## src/rtl/logic_gate_pkg.sv

```systemverilog
// Shared types and widths for the logic_gate_pipe block.
package logic_gate_pkg;

    localparam int MODE_W = 2;
    localparam int STAT_W = 32;

    typedef enum logic [MODE_W-1:0] {
        GM_AND_OR   = 2'd0,
        GM_NAND_NOR = 2'd1,
        GM_XOR_XNOR = 2'd2,
        GM_PASS     = 2'd3
    } gate_mode_e;

endpackage

```

## src/rtl/logic_gate_fifo.sv

```systemverilog
// Generic synchronous queue with occupancy count and wrapping pointers.
// The head entry is presented combinationally from storage.
module logic_gate_fifo #(
    parameter int W     = 8,
    parameter int DEPTH = 2
) (
    input  logic         clk,
    input  logic         rst_n,
    input  logic         wr_en,
    input  logic [W-1:0] wr_data,
    input  logic         rd_en,
    output logic [W-1:0] rd_data,
    output logic         full,
    output logic         empty
);

    localparam int PTR_W = $clog2(DEPTH);
    localparam int CNT_W = $clog2(DEPTH + 1);

    logic [W-1:0]     mem [DEPTH];
    logic [PTR_W-1:0] wr_ptr;
    logic [PTR_W-1:0] rd_ptr;
    logic [CNT_W-1:0] count;
    logic             push;
    logic             pop;

    assign push  = wr_en && !full;
    assign pop   = rd_en && !empty;
    assign full  = (count == CNT_W'(DEPTH));
    assign empty = (count == '0);

    always_ff @(posedge clk or negedge rst_n) begin
        if (!rst_n) begin
            wr_ptr <= '0;
            rd_ptr <= '0;
            count  <= '0;
        end else begin
            if (push) wr_ptr <= wr_ptr + PTR_W'(1);
            if (pop)  rd_ptr <= rd_ptr + PTR_W'(1);
            case ({push, pop})
                2'b10:   count <= count + CNT_W'(1);
                2'b01:   count <= count - CNT_W'(1);
                default: count <= count;
            endcase
        end
    end

    // Storage carries data only; stale entries are masked by the count.
    always_ff @(posedge clk) begin
        if (push) mem[wr_ptr] <= wr_data;
    end

    assign rd_data = mem[rd_ptr];

endmodule

```

## src/rtl/logic_gate_pipe.sv

```systemverilog
// Selectable bitwise gate pair over NUM_CH channels, queued behind valid/ready.
// Optional accept counter enabled by defining LOGIC_GATE_PIPE_STATS_EN.
module logic_gate_pipe
    import logic_gate_pkg::*;
#(
    parameter int WIDTH  = 8,
    parameter int NUM_CH = 4,
    parameter int DEPTH  = 2
) (
    input  logic                    clk,
    input  logic                    rst_n,
    input  logic                    in_valid,
    output logic                    in_ready,
    input  logic [NUM_CH*WIDTH-1:0] in_a,
    input  logic [NUM_CH*WIDTH-1:0] in_b,
    input  logic [MODE_W-1:0]       in_mode,
    output logic                    out_valid,
    input  logic                    out_ready,
    output logic [NUM_CH*WIDTH-1:0] out_and,
    output logic [NUM_CH*WIDTH-1:0] out_or,
    output logic [NUM_CH-1:0]       out_nz
`ifdef LOGIC_GATE_PIPE_STATS_EN
    ,
    input  logic                    stat_clr,
    output logic [STAT_W-1:0]       stat_count
`endif
);

    localparam int VEC_W = NUM_CH * WIDTH;
    localparam int ENT_W = 2 * VEC_W + NUM_CH;

    gate_mode_e        mode_p0;
    logic [VEC_W-1:0]  and_p0;
    logic [VEC_W-1:0]  or_p0;
    logic [NUM_CH-1:0] nz_p0;
    logic [ENT_W-1:0]  head_p1;
    logic              full;
    logic              empty;
    logic              accept;

    // Stage p0: gate functions and nz reduction on the live operands
    always_comb begin
        mode_p0 = gate_mode_e'(in_mode);
        and_p0  = '0;
        or_p0   = '0;
        nz_p0   = '0;
        case (mode_p0)
            GM_AND_OR: begin
                and_p0 = in_a & in_b;
                or_p0  = in_a | in_b;
            end
            GM_NAND_NOR: begin
                and_p0 = ~(in_a & in_b);
                or_p0  = ~(in_a | in_b);
            end
            GM_XOR_XNOR: begin
                and_p0 = in_a ^ in_b;
                or_p0  = ~(in_a ^ in_b);
            end
            default: begin
                and_p0 = in_a;
                or_p0  = in_b;
            end
        endcase
        for (int c = 0; c < NUM_CH; c++) begin
            nz_p0[c] = |and_p0[c*WIDTH +: WIDTH];
        end
    end

    assign in_ready  = !full;
    assign out_valid = !empty;
    assign accept    = in_valid && in_ready;

    // Stage p1: queued result, head presented to the consumer
    logic_gate_fifo #(
        .W     (ENT_W),
        .DEPTH (DEPTH)
    ) u_fifo (
        .clk     (clk),
        .rst_n   (rst_n),
        .wr_en   (accept),
        .wr_data ({and_p0, or_p0, nz_p0}),
        .rd_en   (out_ready),
        .rd_data (head_p1),
        .full    (full),
        .empty   (empty)
    );

    assign out_and = out_valid ? head_p1[ENT_W-1 -: VEC_W]      : '0;
    assign out_or  = out_valid ? head_p1[NUM_CH +: VEC_W]       : '0;
    assign out_nz  = out_valid ? head_p1[NUM_CH-1:0]            : '0;

`ifdef LOGIC_GATE_PIPE_STATS_EN
    function automatic logic [STAT_W-1:0] sat_inc(input logic [STAT_W-1:0] v);
        return (&v) ? v : v + STAT_W'(1);
    endfunction

    always_ff @(posedge clk or negedge rst_n) begin
        if (!rst_n)        stat_count <= '0;
        else if (stat_clr) stat_count <= '0;
        else if (accept)   stat_count <= sat_inc(stat_count);
    end
`endif

endmodule

```

## config.mk

```make
export PLATFORM = sky130hd
export DESIGN_NAME = logic_gate_pipe
export DESIGN_NICKNAME = d
export VERILOG_FILES = /design/src/rtl/logic_gate_pkg.sv /design/src/rtl/logic_gate_fifo.sv /design/src/rtl/logic_gate_pipe.sv
export SDC_FILE = /design/constraint.sdc
export NUM_CORES = 1
export LEC_CHECK = 0
export ABC_AREA = 1
export BUFFER_PORTS_ARGS = -buffer_cell sky130_fd_sc_hd__buf_4
export CORE_UTILIZATION = 50
export DETAILED_ROUTE_END_ITERATION = 7
export PLACE_DENSITY = 0.75
export SLEW_MARGIN = 5
export SYNTH_ARGS = -nofsm -noshare
export SYNTH_HDL_FRONTEND = slang
export SYNTH_SLANG_ARGS = --single-unit
```

## constraint.sdc

```tcl
create_clock -name clk -period 5.4 [get_ports clk]
set_input_delay 0.81 -clock clk [delete_from_list [all_inputs] [get_ports clk]]
set_output_delay 0.81 -clock clk [all_outputs]
set_load 0.01 [all_outputs]
```

==> impl_metrics.yaml, run 1 <==
outcome:
  outcome: "complete, no violations"
timing:
  fin_ws_ns: 2.05
  worst_pin_slew_ns: 1.02
  skew_ns: 0.00409
  period_minus_slack_ns: 3.35
  finalHoldViolCount: 0
  min_period_over_period: 0.620
  fmaxAchievable_mhz: 299
  relSlewSlack: 0.318
  rsz0062_at_grt: "false"
  setup-tns-final_ns: 0
  maxSlewViolCount: 0
  setup_viol: 0
logic_synthesis:
  yosys.area_share.adder: 0.0993
  syn_nets: 1101
  yosysMostFrequentCell: "nand2_1"
  synthXorXnorAreaFrac: 0.00321
  syn_inst: 966
  synth_common_cells: "nand2_1 (331), edfxtp_1 (136), inv_1 (135)"
  ys_types: 21
  synth_edf_count: 136
  ys_warn_count: 0
  netlist.area_leader.share: 0.498
  syn_area_per_cell_sq_um: 8.48
  synth.yosys.seq_area_share: 0.511
  synth_top_family_by_area: "simple AND/OR/NAND/NOR gates"
  yosys_register_bits: 140
  synth_top_flop_cell: "edfxtp_1"
  muxShareOfSynthArea: 0
  async_reset_ff_frac: 0.0286
  yosysTopAreaCell: "edfxtp_1"
  ys_top_cells_by_area: "edfxtp_1 (50%), nand2_1 (15%), ha_1 (9.9%)"
  netlist_area_sq_um: 8190
  yosys.area_share.simple: 0.176
  synth-compound-area-share: 0.116
detailed_routing:
  wl_met3_mm: 1.07
  wl_met2_mm: 9.53
  drtAntennaViolNets: 0
  num_vias: 6691
  avgRoutedWirePerCell_microns: 14.8
  drt_first_iter_violations: 507
  firstDrtPassIters: 5
  remaining_drc_errors: 0
  routed_wl_mm: 19.4
  viasPerCell: 5.10
  met1Wirelength_mm: 8.47
  top_layer: "met4"
hold_path:
  min-delay-path-class: "input port to asynchronous set/reset pin"
critical_path:
  crit_path_start: "u_fifo.count[0]"
  crit_arrival_ns: 2.54
  cp_slowest_cell: "nor2_4"
  endpoint: "out_or[14]"
  reg2reg_depth: 6
  r2r_slack_ns: 3.07
  crit_path_start_kind: "flop"
  endpoint_kind: "output port"
  crit_path_max_incr_delay_ns: 0.82
  crit_type: "flop to output port"
  required_ns: 4.59
  crit_fanout: 39
  cp_cell_sequence: "nor2_4 -> buf_4 -> a21oi_1 -> buf_4"
  crit_top_cell: "buf_4"
  regToRegStartpoint: "u_fifo.count[0]"
  r2r-end: "u_fifo.count[1]"
finish:
  final_net_count: 1217
  instances_no_fill: 1311
  area_delta_synth_final_pct: 20.9
  fin_area_sq_um: 9910
  drive_gt1_frac: 0.165
  n_antenna_cell: 0
  final.fill_count: 1365
floorplanning:
  start_util: 0.514
  chipHeight_microns: 130
  rows: 46
  die_w_microns: 130
  coreArea_sq_um: 15900
  dieArea_sq_um: 16900
  boundaryPins: 140
clocking:
  post_cts_buffers: 0
  cts_root_buf: "clkbuf_16"
  clk_latency_ns: 0.43
  cts_tree: "built"
  cts_resized: 0
  clk_path_buf_depth: 2
  cts_hold_buffers: 0
  clk_pin_slew_ns: 0.05
  cts_buffers: 17
  cts_num_sinks: 140
  ctsHtreeMaxLevel: 4
global_route:
  grt_max_degree: 76
  first_global_vias: 6040
  grt_pass1_wl_mm: 30.1
  antenna_found_initial: 0
  track_usage: 0.240
  overflow: 0
run:
  drv_cap: 0
pwr:
  leakagePower_nw: 4.54
  powerDensity_nw_per_um2: 460
  peakVddDrop_uv: 320
placement:
  place_hpwl_mm: 12.5
  placed_cells: 1279
  gp_congestion: 0.801
  place_ws_ns: 2.34
  placed_area_sq_um: 9320
  port_buffers: 139
==> state kept, by name (all words and copies together) (netlist names) <==
register / count
u_fifo.count: 2
u_fifo.mem: 136
u_fifo.rd_ptr: 1
u_fifo.wr_ptr: 1
==> through the flow <==
stage | total power [mW] | hold WS (ns) | util
5_1_grt | 4.82 | 0.168 | 0.621
4_1_cts | 4.59 | 0.161 | 0.621
6_report | 4.55 | 0.175 | 0.621
3_3_place_gp | 3.41 | 0.533 | 0.585
3_5_place_dp | 3.44 | 0.546 | 0.585
2_1_floorplan | 2.59 | 0.485 | -
==> how the worst min path moves through the flow <==
| stage | slack [ns] | cells after the start | startpoint | end |
|---|---|---|---|---|
| after floorplan | 0.48 | 2 | u_fifo.wr_ptr | u_fifo.wr_ptr |
| after global placement | 0.53 | 1 | u_fifo.count[1] | u_fifo.count[1] |
| after detailed placement | 0.55 | 1 | u_fifo.count[1] | u_fifo.count[1] |
| after CTS | 0.16 | 1 | rst_n | u_fifo.count[1] |
| after global routing | 0.17 | 1 | rst_n | u_fifo.wr_ptr |
| final | 0.17 | 1 | rst_n | u_fifo.count[1] |
==> area by class of cell <==
cell class / count / area [sq um] / share of cell area
Tap cell: 216 / 270 / 0.0273
Clock inverter: 14 / 153 / 0.0154
Multi-Input combinational cell: 639 / 3250 / 0.329
Inverter: 138 / 518 / 0.0523
Sequential cell: 140 / 4190 / 0.423
Timing Repair Buffer: 146 / 1100 / 0.111
Clock buffer: 18 / 429 / 0.0433
==> logic make-up after synthesis <==
kind of cell,Yosys count
and+or+nand+nor,382
AOI/OAI and AO/OA,189
buffers and inverters,187
DFF,140
adders and majority gates,65
xor gates and xnor gates,3
==> critical path, delay by kind of cell (launching register included) <==
family / cells / cell delay, ns
AND/OR/NAND/NOR: 1 / 0.82
buffers and inverters: 2 / 0.67
flip-flops: 1 / 0.45
AO/OA/AOI/OAI: 1 / 0.14
==> cell usage in the layout, fill, tap and decap left out, drive strengths merged <==
| cell | synthesis | layout |
|---|---|---|
| nand2 | 331 | 331 |
| buf | 29 | 146 |
| inv | 138 | 138 |
| edfxtp | 136 | 136 |
| a21oi | 101 | 101 |
| o21ai | 86 | 86 |
| ha | 65 | 65 |
| nor2 | 45 | 45 |
| clkbuf | 20 | 18 |
| clkinv | 0 | 8 |
| nand3 | 6 | 6 |
| dfrtp | 4 | 4 |
| clkinvlp | 0 | 3 |
| bufinv | 0 | 3 |
| xnor2 | 2 | 2 |
| o2111ai | 1 | 1 |
| o22ai | 1 | 1 |
| xor2 | 1 | 1 |
==> routing by layer <==
layer / global-route usage / vias to the layer above
met5: 0 / -
met4: 0.0937 / 0
met3: 0.0398 / 25
met2: 0.407 / 204
met1: 0.307 / 3122
li1: - / 3340
==> power breakdown <==
part	switching (mW)	total, mW	leakage [nW]	internal (mW)
Combinational	1.13	1.83	2.97	0.698
Sequential	0.0683	1.58	1.29	1.51
Clock	0.434	1.15	0.278	0.716
Total	1.63	4.55	4.54	2.92
Note: power is estimated with default switching activity, not from simulation.
==> inputs of run 2 (changes only) <==
--- a/config.mk
+++ b/config.mk
@@ -5,7 +5,7 @@
 export SDC_FILE = /design/constraint.sdc
 export NUM_CORES = 1
 export LEC_CHECK = 0
-export ABC_AREA = 1
+export ABC_AREA = 0
 export BUFFER_PORTS_ARGS = -buffer_cell sky130_fd_sc_hd__buf_4
 export CORE_UTILIZATION = 50
 export DETAILED_ROUTE_END_ITERATION = 7
==> constraint.sdc (replaced) <==
create_clock -name clk -period 3.24 [get_ports clk]
set_input_delay 0.486 -clock clk [delete_from_list [all_inputs] [get_ports clk]]
set_output_delay 0.486 -clock clk [all_outputs]
set_load 0.01 [all_outputs]
==> run 2 against run 1 <==
Effect of this change: sequential share of layout area down 1.2 points; synthesized cell count down 17%; final cell count down 12%; global-route usage down 3.0 points; sequential power up 73%; hold slack better by 0.22 ns.
==> impl_metrics.yaml, run 2 <==
clocking:
  cts_tree: "built"
  cts_num_sinks: 140
  clk_latency_ns: 0.42
  clk_pin_slew_ns: 0.05
  clk_path_buf_depth: 2
  cts_buffers: 17
  post_cts_buffers: 0
  ctsHtreeMaxLevel: 4
  cts_hold_buffers: 1
  cts_resized: 0
  cts_root_buf: "clkbuf_16"
placement:
  port_buffers: 139
  place_hpwl_mm: 12.1
  place_ws_ns: 0.619
  gp_congestion: 0.839
finish:
  post-route-util: 0.633
  largest_register_ffs: 136
  most-common-layout-cells: "buf_4 (147), edfxtp_1 (136), nor2_1 (114)"
  area_delta_synth_final_pct: 21.5
  largestRegisters: "u_fifo.mem (136), u_fifo.count (2)"
  multi_input_area_sq_um: 3730
  mostFrequentLayoutCell: "buf_4"
  largest-register: "u_fifo.mem"
  final_net_count: 1055
  final.fill_count: 1353
  drive_gt1_frac: 0.196
  regArea_sq_um: 4190
timing:
  fmaxAchievable_mhz: 380
  maxSlewViolCount: 0
  min_period_over_period: 0.813
  setup-tns-final_ns: 0
  setup_viol: 0
  worst_pin_slew_ns: 0.980
  finalHoldViolCount: 0
  fin_ws_ns: 0.605
  rsz0062_at_grt: "false"
  period_minus_slack_ns: 2.64
  skew_ns: 0.00888
  relSlewSlack: 0.346
logic_synthesis:
  syn_area_per_cell_sq_um: 10.5
  synth_top_flop_cell: "edfxtp_1"
  netlist.area_leader.share: 0.487
  netlist_area_sq_um: 8390
  ys_types: 37
  synth.yosys.seq_area_share: 0.499
  ys_top_cells_by_area: "edfxtp_1 (49%), mux2i_1 (10%), ha_1 (9.7%)"
  yosysMostFrequentCell: "edfxtp_1"
  synth_common_cells: "edfxtp_1 (136), nor2_1 (116), mux2i_1 (87)"
  synth_edf_count: 136
  yosys_register_bits: 140
  syn_inst: 798
  ys_warn_count: 0
  async_reset_ff_frac: 0.0286
  yosysTopAreaCell: "edfxtp_1"
  syn_nets: 933
global_route:
  first_global_vias: 5770
  grt_pass1_wl_mm: 28.2
  overflow: 0
  track_usage: 0.209
  grt_max_degree: 89
  antenna_found_initial: 1
detailed_routing:
  drt_first_iter_violations: 332
  remaining_drc_errors: 0
  avgRoutedWirePerCell_microns: 15.1
  drtAntennaViolNets: 0
  firstDrtPassIters: 4
  num_vias: 5995
  viasPerCell: 5.22
  routed_wl_mm: 17.4
floorplanning:
  start_util: 0.521
  chipHeight_microns: 132
  rows: 46
  coreArea_sq_um: 16100
  dieArea_sq_um: 17300
  die_w_microns: 132
  boundaryPins: 140
pwr:
  sequentialPowerShare: 0.366
  comb_power_share: 0.379
  switchingPower_mw: 2.47
  p_int_mw: 5.02
  p_clk_frac: 0.255
  peakVddDrop_uv: 419
  leakagePower_nw: 4.52
  powerDensity_nw_per_um2: 734
  p_sw_frac: 0.330
critical_path:
  cp_slowest_cell: "dfrtp_4"
  crit_cells: 4
  endpoint_kind: "output port"
  crit_path_start_kind: "flop"
  cp_cell_sequence: "buf_12 -> mux2i_1 -> nor2_1 -> buf_4"
  crit_arrival_ns: 2.15
  required_ns: 2.75
  crit_type: "flop to output port"
  crit_fanout: 36
  path_buf_inv: 2
  reg2reg_depth: 8
  crit_family: "flip-flops"
  crit_path_max_incr_delay_ns: 0.86
outcome:
  outcome: "complete, no violations"
run:
  drv_cap: 0
hold_path:
  min-delay-path-class: "input port to asynchronous set/reset pin"
==> run 2: cell count changes after synthesis, sizes merged, moves of 46 or more <==
cell,previous run,this run
nor2,45,116
nand2b,0,46
a21oi,101,44
mux2i,0,87
nand2,331,49
inv,138,73
o21ai,86,11
==> run 2: area by class of cell <==
cell class,count,share of cell area
flip-flops and latches,140,0.411
clock buffers,17,0.0417
clock inverters,14,0.0151
well taps,216,0.0265
diodes,1,0.000245
inverters,73,0.0269
multi-input cells,538,0.366
repair buffers,150,0.113
==> run 2: path summary, 6_finish.rpt <==
| path | start | slack, ns | end |
|---|---|---|---|
| hold reg to reg | u_fifo.count[1] | 0.54 | u_fifo.count[1] |
| setup reg to reg | u_fifo.count[0] | 1.28 | u_fifo.count[1] |
| setup / recovery | u_fifo.rd_ptr | 0.60 | out_nz[1] |
| max in group asynchronous | rst_n | 2.73 | u_fifo.rd_ptr |
| hold / removal | rst_n | 0.40 | u_fifo.count[0] |
| min in group clk | out_ready | 0.43 | u_fifo.rd_ptr |
==> run 2: metrics by stage <==
stage               instance area, sq um  power, mW  hold WS (ns)  instances
CTS                                10200       7.57         0.376       1148
detailed placement                  9610       5.65         0.287       1116
global placement                    9610       5.59         0.286       1116
finish                             10200       7.49         0.398       1149
floorplan                           8390       4.35         0.190        798
global route                       10200       7.91         0.398       1149
==> run 2: kinds of logic (layout without fill, tap and decap cells) <==
kind of cell,after synthesis,count (layout),share of synthesized area
compound gates,122,122,0.0922
flops,140,140,0.499
simple gates,259,259,0.144
xor+xnor,5,5,0.00522
mux,87,87,0.104
fa+ha+maj,65,65,0.0969
other cells,0,1,0
buf+inv,120,254,0.0592
==> run 2: worst register-to-register path, stage by stage, from the launching register on <==
cell,delay [ns]
dfrtp_1,0.45
nor2_4,0.14
buf_4,0.36
inv_1,0.10
and2_1,0.21
ha_1,0.22
xnor2_1,0.16
nor2_1,0.07
xor2_1,0.13
==> run 2: routing by layer <==
metal	routed length, microns	vias up	global-route usage
li1	-	3025	-
met1	7770	2791	0.262
met2	8270	146	0.344
met3	882	33	0.0513
met4	451	0	0.0898
met5	0	-	0
==> run 2: power by group through the flow <==
stage,combinational [mW],sequential [mW],clock [mW]
final,2.84,2.74,1.91
after global routing,3.10,2.78,2.02
after global placement,2.83,2.76,0
after detailed placement,2.87,2.78,0
after floorplan,1.71,2.64,0
after CTS,2.88,2.75,1.94
